### src/rtl/cpu_pkg.sv
// Shared CPU definitions: default widths, interrupt vector address
// and the interrupt-entry FSM state encoding.
package cpu_pkg;

  localparam int DEF_PC_W = 32;
  localparam int INT_VEC  = 1;

  typedef enum logic [1:0] {
    IDLE     = 2'd0,
    INT_SAVE = 2'd1,
    INT_WAIT = 2'd2,
    INT_JUMP = 2'd3
  } int_state_t;

endpackage

### src/rtl/pc_ctrl_int_seq.sv
// Interrupt entry sequencer for the fetch stage.
// Ports: clk, rst, [int_mask], int_req, stall, branch_out, ret,
// vec_valid, vec_data, pc in; hold, jump, vec, int_active,
// int_save, int_save_pc out. Optional int_mask under INT_MASK_EN.
module int_seq
  import cpu_pkg::*;
#(
  parameter int PC_W = DEF_PC_W
) (
  input  logic            clk,
  input  logic            rst,
`ifdef INT_MASK_EN
  input  logic            int_mask,
`endif
  input  logic            int_req,
  input  logic            stall,
  input  logic            branch_out,
  input  logic            ret,
  input  logic            vec_valid,
  input  logic [PC_W-1:0] vec_data,
  input  logic [PC_W-1:0] pc,
  output logic            hold,
  output logic            jump,
  output logic [PC_W-1:0] vec,
  output logic            int_active,
  output logic            int_save,
  output logic [PC_W-1:0] int_save_pc
);

  int_state_t state, state_nxt;
  logic req_q;
  logic pending;
  logic rise;
  logic masked;
  logic go;

`ifdef INT_MASK_EN
  assign masked = int_mask;
`else
  assign masked = 1'b0;
`endif

  assign rise = int_req & ~req_q;

  // A same-cycle edge counts as pending so entry is not
  // delayed by a cycle. On the go cycle the PC is held so the
  // address just fetched (and later flushed) is the one saved.
  assign go = (state == IDLE) & (pending | rise) & ~masked &
              ~stall & ~branch_out & ~ret;

  always_comb begin
    state_nxt = state;
    unique case (state)
      IDLE:     if (go) state_nxt = INT_SAVE;
      INT_SAVE: state_nxt = INT_WAIT;
      INT_WAIT: if (vec_valid) state_nxt = INT_JUMP;
      INT_JUMP: state_nxt = IDLE;
      default:  state_nxt = IDLE;
    endcase
  end

  always_ff @(posedge clk or posedge rst) begin
    if (rst) begin
      state       <= IDLE;
      req_q       <= 1'b0;
      pending     <= 1'b0;
      vec         <= '0;
      int_save_pc <= '0;
    end else begin
      state <= state_nxt;
      req_q <= int_req;
      if (go)
        pending <= 1'b0;
      else if (state == IDLE && rise)
        pending <= 1'b1;
      if (go)
        int_save_pc <= pc;
      if (state == INT_WAIT && vec_valid)
        vec <= vec_data;
    end
  end

  assign hold       = go | (state == INT_SAVE) |
                      (state == INT_WAIT);
  assign jump       = (state == INT_JUMP);
  assign int_active = (state != IDLE);
  assign int_save   = (state == INT_SAVE);

endmodule

### src/rtl/pc_ctrl.sv
// Fetch-stage program counter: next-PC mux and PC register.
// Ports: clk, rst, stall, inst_32, branch_out/branch_pc, ret/ret_pc,
// int_req, vec_valid/vec_data in; pc, int_active, int_save,
// int_save_pc out. Optional int_mask input under INT_MASK_EN.
module pc_ctrl
  import cpu_pkg::*;
#(
  parameter int              PC_W     = DEF_PC_W,
  parameter logic [PC_W-1:0] RESET_PC = '0
) (
  input  logic            clk,
  input  logic            rst,
`ifdef INT_MASK_EN
  input  logic            int_mask,
`endif
  input  logic            stall,
  input  logic            inst_32,
  input  logic            branch_out,
  input  logic [PC_W-1:0] branch_pc,
  input  logic            ret,
  input  logic [PC_W-1:0] ret_pc,
  input  logic            int_req,
  input  logic            vec_valid,
  input  logic [PC_W-1:0] vec_data,
  output logic [PC_W-1:0] pc,
  output logic            int_active,
  output logic            int_save,
  output logic [PC_W-1:0] int_save_pc
);

  logic            hold;
  logic            jump;
  logic [PC_W-1:0] vec;
  logic [PC_W-1:0] inc;
  logic [PC_W-1:0] pc_nxt;

  int_seq #(.PC_W(PC_W)) u_int_seq (
    .clk         (clk),
    .rst         (rst),
`ifdef INT_MASK_EN
    .int_mask    (int_mask),
`endif
    .int_req     (int_req),
    .stall       (stall),
    .branch_out  (branch_out),
    .ret         (ret),
    .vec_valid   (vec_valid),
    .vec_data    (vec_data),
    .pc          (pc),
    .hold        (hold),
    .jump        (jump),
    .vec         (vec),
    .int_active  (int_active),
    .int_save    (int_save),
    .int_save_pc (int_save_pc)
  );

  assign inc = {{(PC_W-2){1'b0}}, inst_32, ~inst_32};

  // Sequencer hold also masks redirects while an entry is
  // in progress; the pipeline is being flushed anyway.
  always_comb begin
    pc_nxt = pc + inc;
    priority case (1'b1)
      jump:       pc_nxt = vec;
      hold:       pc_nxt = pc;
      branch_out: pc_nxt = branch_pc;
      ret:        pc_nxt = ret_pc;
      stall:      pc_nxt = pc;
      default:    pc_nxt = pc + inc;
    endcase
  end

  always_ff @(posedge clk or posedge rst) begin
    if (rst)
      pc <= RESET_PC;
    else
      pc <= pc_nxt;
  end

endmodule
### config.mk
export PLATFORM = sky130hd
export DESIGN_NAME = pc_ctrl
export DESIGN_NICKNAME = d
export VERILOG_FILES = /design/src/rtl/cpu_pkg.sv /design/src/rtl/pc_ctrl_int_seq.sv /design/src/rtl/pc_ctrl.sv
export SDC_FILE = /design/constraint.sdc
export NUM_CORES = 1
export LEC_CHECK = 0
export CAP_MARGIN = 20
export CELL_PAD_IN_SITES_DETAIL_PLACEMENT = 2
export CELL_PAD_IN_SITES_GLOBAL_PLACEMENT = 2
export CORE_MARGIN = 2
export CORE_UTILIZATION = 31
export DETAILED_ROUTE_END_ITERATION = 8
export PLACE_DENSITY_LB_ADDON = 0.08
export SLEW_MARGIN = 5
export SYNTH_ARGS = -nofsm -noshare
export SYNTH_HDL_FRONTEND = slang
export SYNTH_SLANG_ARGS = --single-unit
### constraint.sdc
create_clock -name clk -period 6.6 [get_ports clk]
set_clock_uncertainty 0.05 [all_clocks]
set_input_delay 1.32 -clock clk [delete_from_list [all_inputs] [get_ports clk]]
set_output_delay 1.32 -clock clk [all_outputs]
set_load 0.02 [all_outputs]
# Word level (Yosys, flattened, before mapping)

Index checks and enable logic that the tools add are counted.

Register bits: 100
Input bits: 104
Output and inout port bits: 66
Logic and storage cells: 44

$add $sub $neg: 1
Equality and inequality tests: 7
Multiplexer cells: 10
Bitwise operators: 13
Reduce and logical (&&, ||, !) cells: 7

Operators with widths:

| kind               | count |
|---|---|
| $mux 32            | 5 |
| $add 32x2->32      | 1 |
| $pmux 2 s4         | 1 |
| $and 1x1->1        | 5 |
| $not 1->1          | 5 |
| $eq 2x2->1 const B | 2 |
| $mux 2             | 2 |
| $ne 2x1->1 const B | 2 |
| $ne 4x1->1 const B | 1 |
| $reduce_and 2->1   | 2 |
| $reduce_bool 2->1  | 2 |
| $or 1x1->1         | 3 |
| $eq 2x1->1 const B | 1 |
| $logic_and 1x1->1  | 2 |
| $logic_not 2->1    | 1 |
| $mux 1             | 2 |
| $ne 2x2->1 const B | 1 |

# Logic depth before layout (Yosys ltp)

Depth in word-level cells: 11
Gate-level depth with buffers: 11
Mapped depth without buffers: 10

# By module

A second synthesis with hierarchy kept.

Cell total of the unflattened synthesis: 522
Area, all modules: 5606.6 um^2

Modules (own cells, without submodules):

| module  | instances | cells each | area an instance (um^2) | seq. area each (um^2) |
|---|---|---|---|---|
| pc_ctrl | 1         | 361        | 2855.2                  | 800.8 |
| int_seq | 1         | 161        | 2751.4                  | 1701.6 |

# Worst setup path before layout

Ideal clock, no wire load.

Path type: input -> register
From: in inst_32
To: reg pc[28]
Setup time: 0.076 ns
Arrival: 3.442 ns
Setup slack: 3.031 ns
Cell stages on the path: 10
Buffers on the path: 1
Path through: inv_1 -> ha_1 -> inv_1 -> fa_1 -> and4b_1 -> nand3_1 -> or4_1 -> clkbuf_1 -> o41a_1 -> o21ai_1

Longest elaborated chain between the ends: 7

Ends and longest elaborated chain:

| item                    | line          | source |
|---|---|---|
| start: declaration      | pc_ctrl.sv:17 | `input logic inst_32,` |
| $not 1->1               | pc_ctrl.sv:58 | `assign inc = {{(PC_W-2){1'b0}}, inst_32, ~inst_32};` |
| $add 32x2->32 *         | pc_ctrl.sv:70 | `default: pc_nxt = pc + inc;` |
| $mux 32 * (5 in series) | pc_ctrl.sv:64 | `priority case (1'b1)` |
| end signal: assignment  | pc_ctrl.sv:78 | `pc <= pc_nxt;` |
| end: declaration        | pc_ctrl.sv:25 | `output logic [PC_W-1:0] pc,` |

Mark *: on every way between the ends. The rest lies on a longest branch, timed or not. The select of a mux whose other input is x is not followed.
A chain may end at the register's enable or synchronous reset.

# Worst setup path after layout

From: in inst_32
To: reg pc[26]

The elaborated chain is that of the path after synthesis.

==> implementation parameters <==
Parameter                              Value

Logic synthesis
  Count of cell types in the netlist    63
  Async set or reset register ratio after synthesis    100.0%
  Number of storage elements in the synthesis netlist    100
  Top_reg_cell synth    sky130_fd_sc_hd__dfrtp_1
  Sequential area share after synthesis    46.61%
  Cell count after synthesis    525
  Total standard cell area after synthesis    5369 µm²
  Average cell area after synthesis    10.23 µm²
  Post-synth net total    637
  Count of yosys warnings during synthesis    0
  Number of enable-type register cells in the synthesized netlist    0

Setup path
  Required time of the critical path    6840 ps
  Maximum fanout along the worst path    7
  Delay of the slowest cell on the worst path    660 ps
  Critical Path, Cell by Cell    clkdlybuf4s50_1 > inv_1 > ha_1 > inv_1 > fa_1 > and4b_1 > nand3_1 > or4_1 > o41ai_1 > nand3_1 > nand3_1
  Register-to-Register Setup Slack    3560 ps
  CP max-delay cell    sky130_fd_sc_hd__or4_1
  Arrival @ worst endpoint    4350 ps
  Category of the worst setup path launch point    input pin
  Crit path capture type    flop
  Most frequent cell on the critical path    sky130_fd_sc_hd__nand3_1
  Worst setup path category    input pin to flop

Routing
  Initial DRC Count    257
  Total via count in the routed design    4935
  DRT Wirelength    19.89 mm
  Routed via count divided by cell count    5.447
  Router iterations before antenna repair    4
  Antenna Violating Nets Remaining    0
  DRC errors left    0
  Average detailed-routed wire length per instance    21.96 µm

Pwr
  Power per Cell Area    468.9 nW/µm²
  IR Drop Worst-Case VDD    0.1826 mV
  Static Leak    0.003021 µW
  Total Power    3552 µW

Finish
  Ant. Diodes    0
  Number of nets in the finished design    789
  Leading cell types in the layout, fill and taps excluded    169 x sky130_fd_sc_hd__clkdlybuf4s50_1, 100 x sky130_fd_sc_hd__dfrtp_1, 62 x sky130_fd_sc_hd__mux2_2, 45 x sky130_fd_sc_hd__nand2_1, 37 x sky130_fd_sc_hd__o21ai_0
  Share of post-route cells with drive strength above 1    14.24%
  Leading cell type in the layout, fill and taps excluded    sky130_fd_sc_hd__clkdlybuf4s50_1
  Fillcell total    1805
  Area growth, synth to finish    41.11%

CTS
  Post-CTS Resized    0
  Clock edge transition at the registers on the reported setup and hold paths    70 ps
  Source-to-sink clock delay at the later pin of the worst-skew pair    350 ps
  Number of buffers between clock root and the deepest sink    2
  Library cell used as clock root buffer    sky130_fd_sc_hd__clkbuf_16
  Clock H-tree levels    3
  Hold buffers post-CTS    0
  Sinks on Clock Net    100
  TritonCTS clock tree    done
  Post-CTS setup-driven buffer insertion count    0
  TritonCTS Buffers    9

STA
  Maximum operating frequency    243.1 MHz
  Tmin final    4114 ps
  Count of endpoints failing setup in the final report    0
  Post-route setup TNS    0 ps
  Slew at the pin closest to its max-slew limit    1025 ps
  Final period utilization    62.33%
  Hold violation total from the final report    0
  Final number of max-transition violations    0
  Normalized max-slew margin    31.63%
  RSZ-0062 raised after global routing    false

Job
  Max-cap violation count    0

GRT
  Vias in the first global route    5483
  GR Overflow Total    0
  Maximum number of pins on one net before global-route repair    69
  Wire length of the first global-routing pass    31.50 mm
  Number of antenna violations at the first check in global routing    0
  Overall routing resource usage    22.24%

Place
  Port Buffers    169
  Placed wire-length estimate    14.00 mm
  GP Congestion    0.7970

Floorplan
  Die Height    135.6 µm
  Floorplan die area    18390 µm²
  Row Count    48
  Starting density of the core    31.37%
  Die boundary width    135.6 µm
  Core region area    17120 µm²
  Ports placed on the boundary    170

Worst hold path
  Min-delay worst type    flop to flop

Run status
  Status    finished clean
==> cell families after synthesis <==
family | Yosys count | synth area share [%]
mux | 66 | 13.75
buf+inv | 48 | 3.589
flops | 100 | 46.61
xor+xnor | 10 | 1.631
compound gates | 150 | 19.32
simple gates | 143 | 13.10
fa+ha+maj | 8 | 2.004
==> Yosys cell counts (3+ instances only) <==
library cell / count / area [µm²]
sky130_fd_sc_hd__o21ai_0: 37 / 185.2
sky130_fd_sc_hd__nor2b_1: 3 / 18.77
sky130_fd_sc_hd__o21a_1: 3 / 22.52
sky130_fd_sc_hd__xnor2_1: 6 / 52.55
sky130_fd_sc_hd__buf_1: 4 / 15.01
sky130_fd_sc_hd__nand2b_1: 9 / 56.30
sky130_fd_sc_hd__o211ai_1: 3 / 22.52
sky130_fd_sc_hd__xor2_1: 4 / 35.03
sky130_fd_sc_hd__a21oi_1: 25 / 125.1
sky130_fd_sc_hd__a22o_1: 4 / 35.03
sky130_fd_sc_hd__a32o_1: 5 / 50.05
sky130_fd_sc_hd__nor2_1: 33 / 123.9
sky130_fd_sc_hd__a221o_1: 11 / 110.1
sky130_fd_sc_hd__a211oi_1: 6 / 45.04
sky130_fd_sc_hd__inv_1: 11 / 41.29
sky130_fd_sc_hd__buf_2: 4 / 20.02
sky130_fd_sc_hd__ha_1: 7 / 87.58
sky130_fd_sc_hd__mux2_2: 62 / 698.2
sky130_fd_sc_hd__clkbuf_1: 27 / 101.4
sky130_fd_sc_hd__o22ai_1: 3 / 18.77
sky130_fd_sc_hd__a311oi_1: 3 / 26.28
sky130_fd_sc_hd__nor3_1: 12 / 60.06
sky130_fd_sc_hd__o31ai_1: 9 / 67.56
sky130_fd_sc_hd__mux2i_1: 4 / 40.04
sky130_fd_sc_hd__nand2_1: 46 / 172.7
sky130_fd_sc_hd__nand4_1: 3 / 18.77
sky130_fd_sc_hd__a221oi_1: 9 / 78.83
sky130_fd_sc_hd__a31oi_1: 9 / 56.30
sky130_fd_sc_hd__and2_1: 3 / 18.77
sky130_fd_sc_hd__nand3_1: 14 / 70.07
sky130_fd_sc_hd__o21ai_1: 7 / 35.03
sky130_fd_sc_hd__dfrtp_1: 100 / 2502
sky130_fd_sc_hd__and3_1: 5 / 31.28
==> critical path: cells and delay by family <==
| family | cells | cell delay [ps] |
|---|---|---|
| AO/OA/AOI/OAI | 1 | 360 |
| AND/OR/NAND/NOR | 5 | 1420 |
| buffers and inverters | 3 | 620 |
| adder cells (fa/ha/maj) | 2 | 620 |
==> flip-flops by register name, summed over array words and instances (netlist names) <==
register               cells
u_int_seq.state            2
u_int_seq.req_q            1
u_int_seq.pending          1
u_int_seq.int_save_pc     32
u_int_seq.vec             32
pc                        32
==> path summary, 6_finish.rpt <==
kind                                             to                     start  cells past startpoint
setup / recovery                             pc[26]                   inst_32                     11
hold / removal             u_int_seq.int_save_pc[1]  u_int_seq.int_save_pc[1]                      2
setup reg to reg                             pc[26]                     pc[0]                      9
hold reg to reg            u_int_seq.int_save_pc[1]  u_int_seq.int_save_pc[1]                      2
max in group asynchronous                    pc[22]                       rst                      3
min in group asynchronous        u_int_seq.state[0]                       rst                      2
==> where the power goes <==
group | leakage (µW) | internal (µW) | switching [µW]
registers | 0.00122 | 918 | 335
logic | 0.00166 | 827 | 899
clock network | 0.000144 | 332 | 242
total | 0.00302 | 2080 | 1480
==> metal layers <==
| metal | wire length [µm] | up-vias | track usage, % |
|---|---|---|---|
| li1 | - | 2250 | - |
| met4 | 233 | 0 | 5.845 |
| met3 | 721 | 16 | 3.105 |
| met1 | 8923 | 2568 | 29.08 |
| met5 | 0 | - | 0 |
| met2 | 10020 | 101 | 38.66 |
==> area by class of cell <==
class / instances / area, µm² / share of cell area, %
multi-input combinational: 377 / 2693 / 35.54
sequential: 100 / 2502 / 33.03
timing repair buffer: 177 / 1752 / 23.12
tap: 225 / 281.5 / 3.716
clock buffer: 13 / 240.2 / 3.171
clock inverter: 2 / 60.06 / 0.7927
inverter: 12 / 47.55 / 0.6276
==> stage by stage <==
step / hold slack (ps) / util, % / instance area (µm²) / instances / setup WS [ps]
2_1_floorplan: 412.9 / - / 5369 / 525 / 2611
3_3_place_gp: 424.0 / 42.51 / 7276 / 891 / 2305
3_5_place_dp: 434.5 / 42.51 / 7276 / 891 / 2161
4_1_cts: 453.3 / 44.26 / 7576 / 906 / 2480
5_1_grt: 471.8 / 44.26 / 7576 / 906 / 2269
6_report: 444.8 / 44.26 / 7576 / 906 / 2486
(Power assumes the default switching activity.)
